[src/rtl/gcd_batch_driver.sv]
// Batch initiator for the GCD core Start/Ack handshake.
// Replays a 4-entry operand table and records GCD and wait cycles per entry.
module gcd_batch_driver #(
    parameter int TIMEOUT = 200
) (
    input  logic       Clk,
    input  logic       Reset_n,
    input  logic       Load,
    input  logic [1:0] LoadIdx,
    input  logic [7:0] LoadA,
    input  logic [7:0] LoadB,
    input  logic       Go,
    input  logic [1:0] LastIdx,
    input  logic [1:0] RdIdx,
    output logic [7:0] RdGCD,
    output logic [7:0] RdCycles,
    output logic       Start,
    output logic       Ack,
    output logic [7:0] Ain,
    output logic [7:0] Bin,
    input  logic       q_Done,
    input  logic [7:0] AB_GCD,
    output logic       Busy,
    output logic       BatchDone,
    output logic       Err
);

    localparam logic [7:0] TO = 8'(TIMEOUT);

    typedef enum logic [5:0] {
        IDLE  = 6'b000001,
        ISSUE = 6'b000010,
        WAIT  = 6'b000100,
        ACK   = 6'b001000,
        NEXT  = 6'b010000,
        FIN   = 6'b100000
    } state_t;

    state_t     state;
    logic [1:0] idx;
    logic [1:0] last;
    logic [7:0] cnt;
    logic [7:0] op_a [4];
    logic [7:0] op_b [4];
    logic [7:0] res_gcd [4];
    logic [7:0] res_cyc [4];

    logic [7:0] cnt_next;
    logic [1:0] idx_next;
    logic       byp0;

    assign cnt_next = (cnt == 8'hFF) ? cnt : cnt + 8'd1;
    assign idx_next = idx + 2'd1;
    // A Load to entry 0 on the Go edge must reach the first issue.
    assign byp0     = Load && (LoadIdx == 2'd0);

    assign RdGCD    = res_gcd[RdIdx];
    assign RdCycles = res_cyc[RdIdx];

    always_ff @(posedge Clk) begin
        if (!Reset_n) begin
            state     <= IDLE;
            Start     <= 1'b0;
            Ack       <= 1'b0;
            Ain       <= 8'd0;
            Bin       <= 8'd0;
            Busy      <= 1'b0;
            BatchDone <= 1'b0;
            Err       <= 1'b0;
            idx       <= 2'd0;
            last      <= 2'd0;
            cnt       <= 8'd0;
            for (int i = 0; i < 4; i++) begin
                op_a[i]    <= 8'd0;
                op_b[i]    <= 8'd0;
                res_gcd[i] <= 8'd0;
                res_cyc[i] <= 8'd0;
            end
        end else begin
            Start     <= 1'b0;
            Ack       <= 1'b0;
            BatchDone <= 1'b0;
            case (state)
                IDLE: begin
                    if (Load) begin
                        op_a[LoadIdx] <= LoadA;
                        op_b[LoadIdx] <= LoadB;
                    end
                    if (Go) begin
                        idx   <= 2'd0;
                        last  <= LastIdx;
                        Err   <= 1'b0;
                        Ain   <= byp0 ? LoadA : op_a[0];
                        Bin   <= byp0 ? LoadB : op_b[0];
                        Start <= 1'b1;
                        Busy  <= 1'b1;
                        state <= ISSUE;
                    end
                end
                ISSUE: begin
                    cnt   <= 8'd0;
                    state <= WAIT;
                end
                WAIT: begin
                    if (q_Done) begin
                        res_gcd[idx] <= AB_GCD;
                        res_cyc[idx] <= cnt_next;
                        Ack          <= 1'b1;
                        state        <= ACK;
                    end else if (cnt_next >= TO) begin
                        res_gcd[idx] <= 8'd0;
                        res_cyc[idx] <= TO;
                        Err          <= 1'b1;
                        BatchDone    <= 1'b1;
                        state        <= FIN;
                    end else begin
                        cnt <= cnt_next;
                    end
                end
                ACK: begin
                    state <= NEXT;
                end
                NEXT: begin
                    if (idx == last) begin
                        BatchDone <= 1'b1;
                        state     <= FIN;
                    end else begin
                        idx   <= idx_next;
                        Ain   <= op_a[idx_next];
                        Bin   <= op_b[idx_next];
                        Start <= 1'b1;
                        state <= ISSUE;
                    end
                end
                FIN: begin
                    Busy  <= 1'b0;
                    state <= IDLE;
                end
                default: begin
                    Busy  <= 1'b0;
                    state <= IDLE;
                end
            endcase
        end
    end

endmodule

[config.mk]
export PLATFORM = sky130hd
export DESIGN_NAME = gcd_batch_driver
export DESIGN_NICKNAME = d
export VERILOG_FILES = /design/src/rtl/gcd_batch_driver.sv
export SDC_FILE = /design/constraint.sdc
export NUM_CORES = 1
export LEC_CHECK = 0
export ABC_AREA = 1
export BUFFER_PORTS_ARGS = -buffer_cell sky130_fd_sc_hd__buf_2
export CAP_MARGIN = 20
export CORE_MARGIN = 2
export CORE_UTILIZATION = 55
export DETAILED_ROUTE_END_ITERATION = 6
export PLACE_DENSITY = 0.75
export SLEW_MARGIN = 5
export SYNTH_ARGS = -nofsm -noshare
export SYNTH_HDL_FRONTEND = slang
export SYNTH_SLANG_ARGS = --single-unit
export TNS_END_PERCENT = 20
[constraint.sdc]
create_clock -name Clk -period 3.6 [get_ports Clk]
set_input_delay 0.72 -clock Clk [delete_from_list [all_inputs] [get_ports Clk]]
set_output_delay 0.72 -clock Clk [all_outputs]
set_load 0.005 [all_outputs]
## Word-level counts from Yosys, hierarchy flattened

Memory sizes are Yosys's and may differ from the RTL's.
Cells that the tools add are included.

- Add/sub/neg operators: 2
- Order comparisons: 1
- Equal/unequal tests: 13
- Mux-type cells: 59
- Bitwise operators: 3
- Reduce and logical (&&, ||, !) cells: 16

Operators by type and width:

| kind | count |
|---|---|
| two-way mux 8 bit | 15 |
| one-hot mux 8 bit (2 select lines) | 3 |
| OR reduction 8 bit | 4 |
| one-hot mux 6 bit (5 select lines) | 1 |
| two-way mux 1 bit | 25 |
| two-way mux 6 bit | 4 |
| two-way mux 2 bit | 6 |
| inequality test 2 bit (second input constant) | 5 |
| adder 8 x 1 -> 8 bit (second input constant) | 1 |
| equality test 8 bit (second input constant) | 1 |
| >= comparator 8 bit (second input constant) | 1 |
| one-hot mux 1 bit (2 select lines) | 4 |
| equality test 6 x 1 -> 1 bit (second input constant) | 1 |
| equality test 6 x 2 -> 1 bit (second input constant) | 1 |
| equality test 6 x 3 -> 1 bit (second input constant) | 1 |
| equality test 6 x 4 -> 1 bit (second input constant) | 1 |
| equality test 6 x 5 -> 1 bit (second input constant) | 1 |
| AND reduction 2 bit | 3 |
| AND reduction 3 bit | 2 |
| nonzero test 2 bit | 3 |
| one-hot mux 2 bit (2 select lines) | 1 |
| AND reduction 4 bit | 1 |
| OR reduction 4 bit | 1 |
| inequality test 3 bit (second input constant) | 1 |
| 6 further kinds | 7 |

- Bits in registers: 39
- RAM bits: 128
- Input bits: 35
- Output and inout bits: 37
- Memories kept: 4

Memory list:

| name | depth | width | read ports | clocked after Yosys merged registers in | write ports | line | text |
|---|---|---|---|---|---|---|---|
| op_a | 4 | 8 | 2 | 0 | 4 | 43 | `logic [7:0] op_a [4];` |
| op_b | 4 | 8 | 2 | 0 | 4 | 44 | `logic [7:0] op_b [4];` |
| res_cyc | 4 | 8 | 1 | 0 | 4 | 46 | `logic [7:0] res_cyc [4];` |
| res_gcd | 4 | 8 | 1 | 0 | 4 | 45 | `logic [7:0] res_gcd [4];` |

## Depth between registers and ports, before layout

- Word-level depth: 11
- Mapped depth: 12
- Depth with buffers taken out: 12

## Worst setup path before layout

OpenSTA, ideal clock, no wires.

- Path type: input -> register
- Start point: input LoadIdx[1]
- End point: memory op_a[0][0] (enable)
- Setup time: 0.411 ns
- Data arrival time: 2.220 ns
- Required time: 3.189 ns
- Setup slack: 0.969 ns
- Stages on the path: 3
- Buffers on the path: 0
- Cell sequence: nor2_1 > nand2_1 > o21ai_0

RTL lines:

| item | line | text |
|---|---|---|
| from (decl) | 9 | `input logic [1:0] LoadIdx,` |
| to (decl) | 43 |  |

## Worst setup path in the final report

- Start point: input RdIdx[0]
- End point: output RdCycles[3]

- Longest elaborated chain between the ends: 1

Ends and longest elaborated chain:

| item | line | text |
|---|---|---|
| from (decl) | 14 | `input logic [1:0] RdIdx,` |
| memory (4 x 8 bit) | -- |  |
| to (decl) | 16 | `output logic [7:0] RdCycles,` |

Every way passes these cells.

==> impl_metrics.tcl <==
set metrics [dict create \
    worstPathRequired_ps 2880 \
    ir_drop_mv 0.350 \
    fin_crit_ps 2800 \
    core_mm2 0.0138 \
    syn-mean-instance-area_um2 9.71 \
    grt-ovfl-total 0 \
    viasPerCell 5.78 \
    crit_type "in -> out" \
    critPathBufInv 3 \
    yosysSeqAreaShare_pct 59.4 \
    place.gp.congestion 0.869 \
    htreeDepth 4 \
    placed_cells 1026 \
    p_per_area_mw_per_mm2 504 \
    worst_pin_slew_ps 1020 \
    crit_path_end_kind "output port" \
    fin_nets 901 \
    hold_viol 0 \
    clock_path_buffers 2 \
    antenna_found_initial 0 \
    yosysWarningCount 0 \
    final-max-slew-violation-count 0 \
    area_delta_synth_final_pct 13.5 \
    finalWirelength_um 18700 \
    holdWs_ps 447 \
    met3_length_um 1470 \
    worstPathArrival_ps 2080 \
    cts_setup_buffers 0 \
    synth_area_mm2 0.00778 \
    outcome "complete, no violations" \
    clkTransAtPathRegs_ps 60 \
    rsz0062_at_grt "false" \
    grt_pass1_vias 5898 \
    cts_buffers 17 \
    rows 43 \
    cp_slowest_cell "inv_1" \
    cts-root-buf "clkbuf_16" \
    wl_met2_um 9320 \
    worstSkewPairLatency_ps 440 \
    synthCells 802 \
    drcViolationCount 0 \
    drive_above_1_share_pct 19.0 \
    total_power_mw 4.45 \
    worstPathMaxFanout 32 \
    insertedDiodeCount 0 \
    floorplan.die_area_mm2 0.0151 \
    async_flop_share_pct 0 \
    port_buffers 71 \
    initial_utilization_pct 56.3 \
    pin_count 72 \
    routed.top_layer "met4" \
    setup-violations-final 0 \
    crit_top_cell "buf_2" \
    final_cell_mix "nor2_1, edfxtp_1, nand2_1, inv_1, buf_2" \
    min_path_type "reg -> reg" \
    fp.dieW_um 123 \
    synth-edff-count 128 \
    hold_buffers 0 \
    relSlewSlack_pct 32.3 \
    die_h_um 123 \
    maxCapViolations 0 \
    cts_resized 0 \
    fin_crit_sh_pct 77.8 \
    grt_max_degree 33 \
    worstPathCellList "buf_2 -> inv_1 -> o21ai_0 -> o22ai_1 -> buf_2" \
    drtAntennaViolNets 0 \
    place_area_mm2 0.00830 \
    leakagePower_nw 3.67 \
    cp-start-kind "input port" \
    cts_tree "done" \
    post_synth_num_cell_types 43 \
    grt_pass1_wl_um 29500 \
    met1_length_um 7470 \
    syn_nets 838 \
    detailed_place_hpwl_um 11900 \
    critPathTopFamily "buffers and inverters" \
    tns_ps 0 \
    fmax_mhz 357 \
    ys_seq_elements 167 \
    final_common_cell "nor2_1" \
    fin_area_mm2 0.00883 \
    drt_first_pass_iters 5 \
    fin_skew_ps 5.94 \
    drt_iter0_markers 567 \
    route.detailed.wl_per_inst_um 17.7 \
    cts.sinks 167 \
    synthFlopType "edfxtp_1" \
    critPathMaxStageDelay_ps 650 \
    vias 6110 \
    fin_cells 1057 \
    grt_use_total_pct 25.8 \
]
[worst min-delay path: stages, from the launching register on]
cell	delay (ps)
dfxtp_1	310
inv_1	40
a21oi_1	50
[report_power, final]
group / total [mW] / internal [mW] / switching [mW]
combinational: 0.519 / 0.164 / 0.355
sequential: 2.25 / 2.19 / 0.0563
clock: 1.68 / 0.955 / 0.727
[metal layers]
layer	global-route usage (%)	vias to the layer above
met5	0	-
met4	11.7	0
met3	5.03	35
met2	44.1	284
met1	31.8	2903
li1	-	2888
[metrics by stage]
stage | setup slack [ps] | util, %
2_1_floorplan | 969 | -
3_3_place_gp | 958 | 60.0
3_5_place_dp | 811 | 60.0
4_1_cts | 808 | 63.9
5_1_grt | 670 | 63.9
6_report | 799 | 63.9
[registers in the layout, summed over array words and instances, names as in the netlist, 2 cells and up]
register / flops
Ain: 8
Bin: 8
cnt: 8
idx: 2
last: 2
op_a: 32
op_b: 32
res_cyc: 32
res_gcd: 32
state: 6
[worst paths after layout]
check	startpoint	endpoint	slack [ps]	cells after the start
max	RdIdx[0]	RdCycles[3]	800	5
min	Err	Err	450	2
max reg2reg	cnt[1]	res_gcd[0][3]	900	11
min reg2reg	Err	Err	450	2
[layout make-up]
type	count	area (um^2)
Clock buffer	21	450
Clock inverter	10	81.3
Fill cell	1116	5000
Inverter	108	405
Multi-Input combinational cell	487	2590
Sequential cell	167	4620
Tap cell	180	225
Timing Repair Buffer	84	453
[logic make-up (layout without fill, tap and decap cells)]
group	Yosys count	after routing	synth area share, %
mux	1	1	0.145
compound gates	166	166	12.8
fa+ha+maj	1	1	0.161
flops	167	167	59.4
buf+inv	148	223	7.56
xor+xnor	2	2	0.225
simple gates	317	317	19.7
[Yosys cell counts, types with 2 or more instances]
master    number  area, um^2
nor2_1       136         510
edfxtp_1     128        3840
nand2_1       88         330
inv_1         86         323
o21ai_0       52         260
dfxtp_1       39         781
nand4_1       29         181
a21oi_1       28         140
a22oi_1       28         210
nand3_1       22         110
clkbuf_1      20        75.1
inv_2         20        75.1
o22ai_1       16         100
nor2_4        14         158
a31oi_1       11        68.8
buf_2         11        55.1
o211ai_1      11        82.6
o21ai_1       11        55.1
nor3_1         7        35.0
buf_1          6        22.5
nand3_2        6        60.1
a41oi_1        4        35.0
nor2_2         4        25.0
nand2_4        3        33.8
buf_6          2        22.5
clkinv_1       2        7.51
o21bai_1       2        15.0
Note: power is estimated with default switching activity, not from simulation.
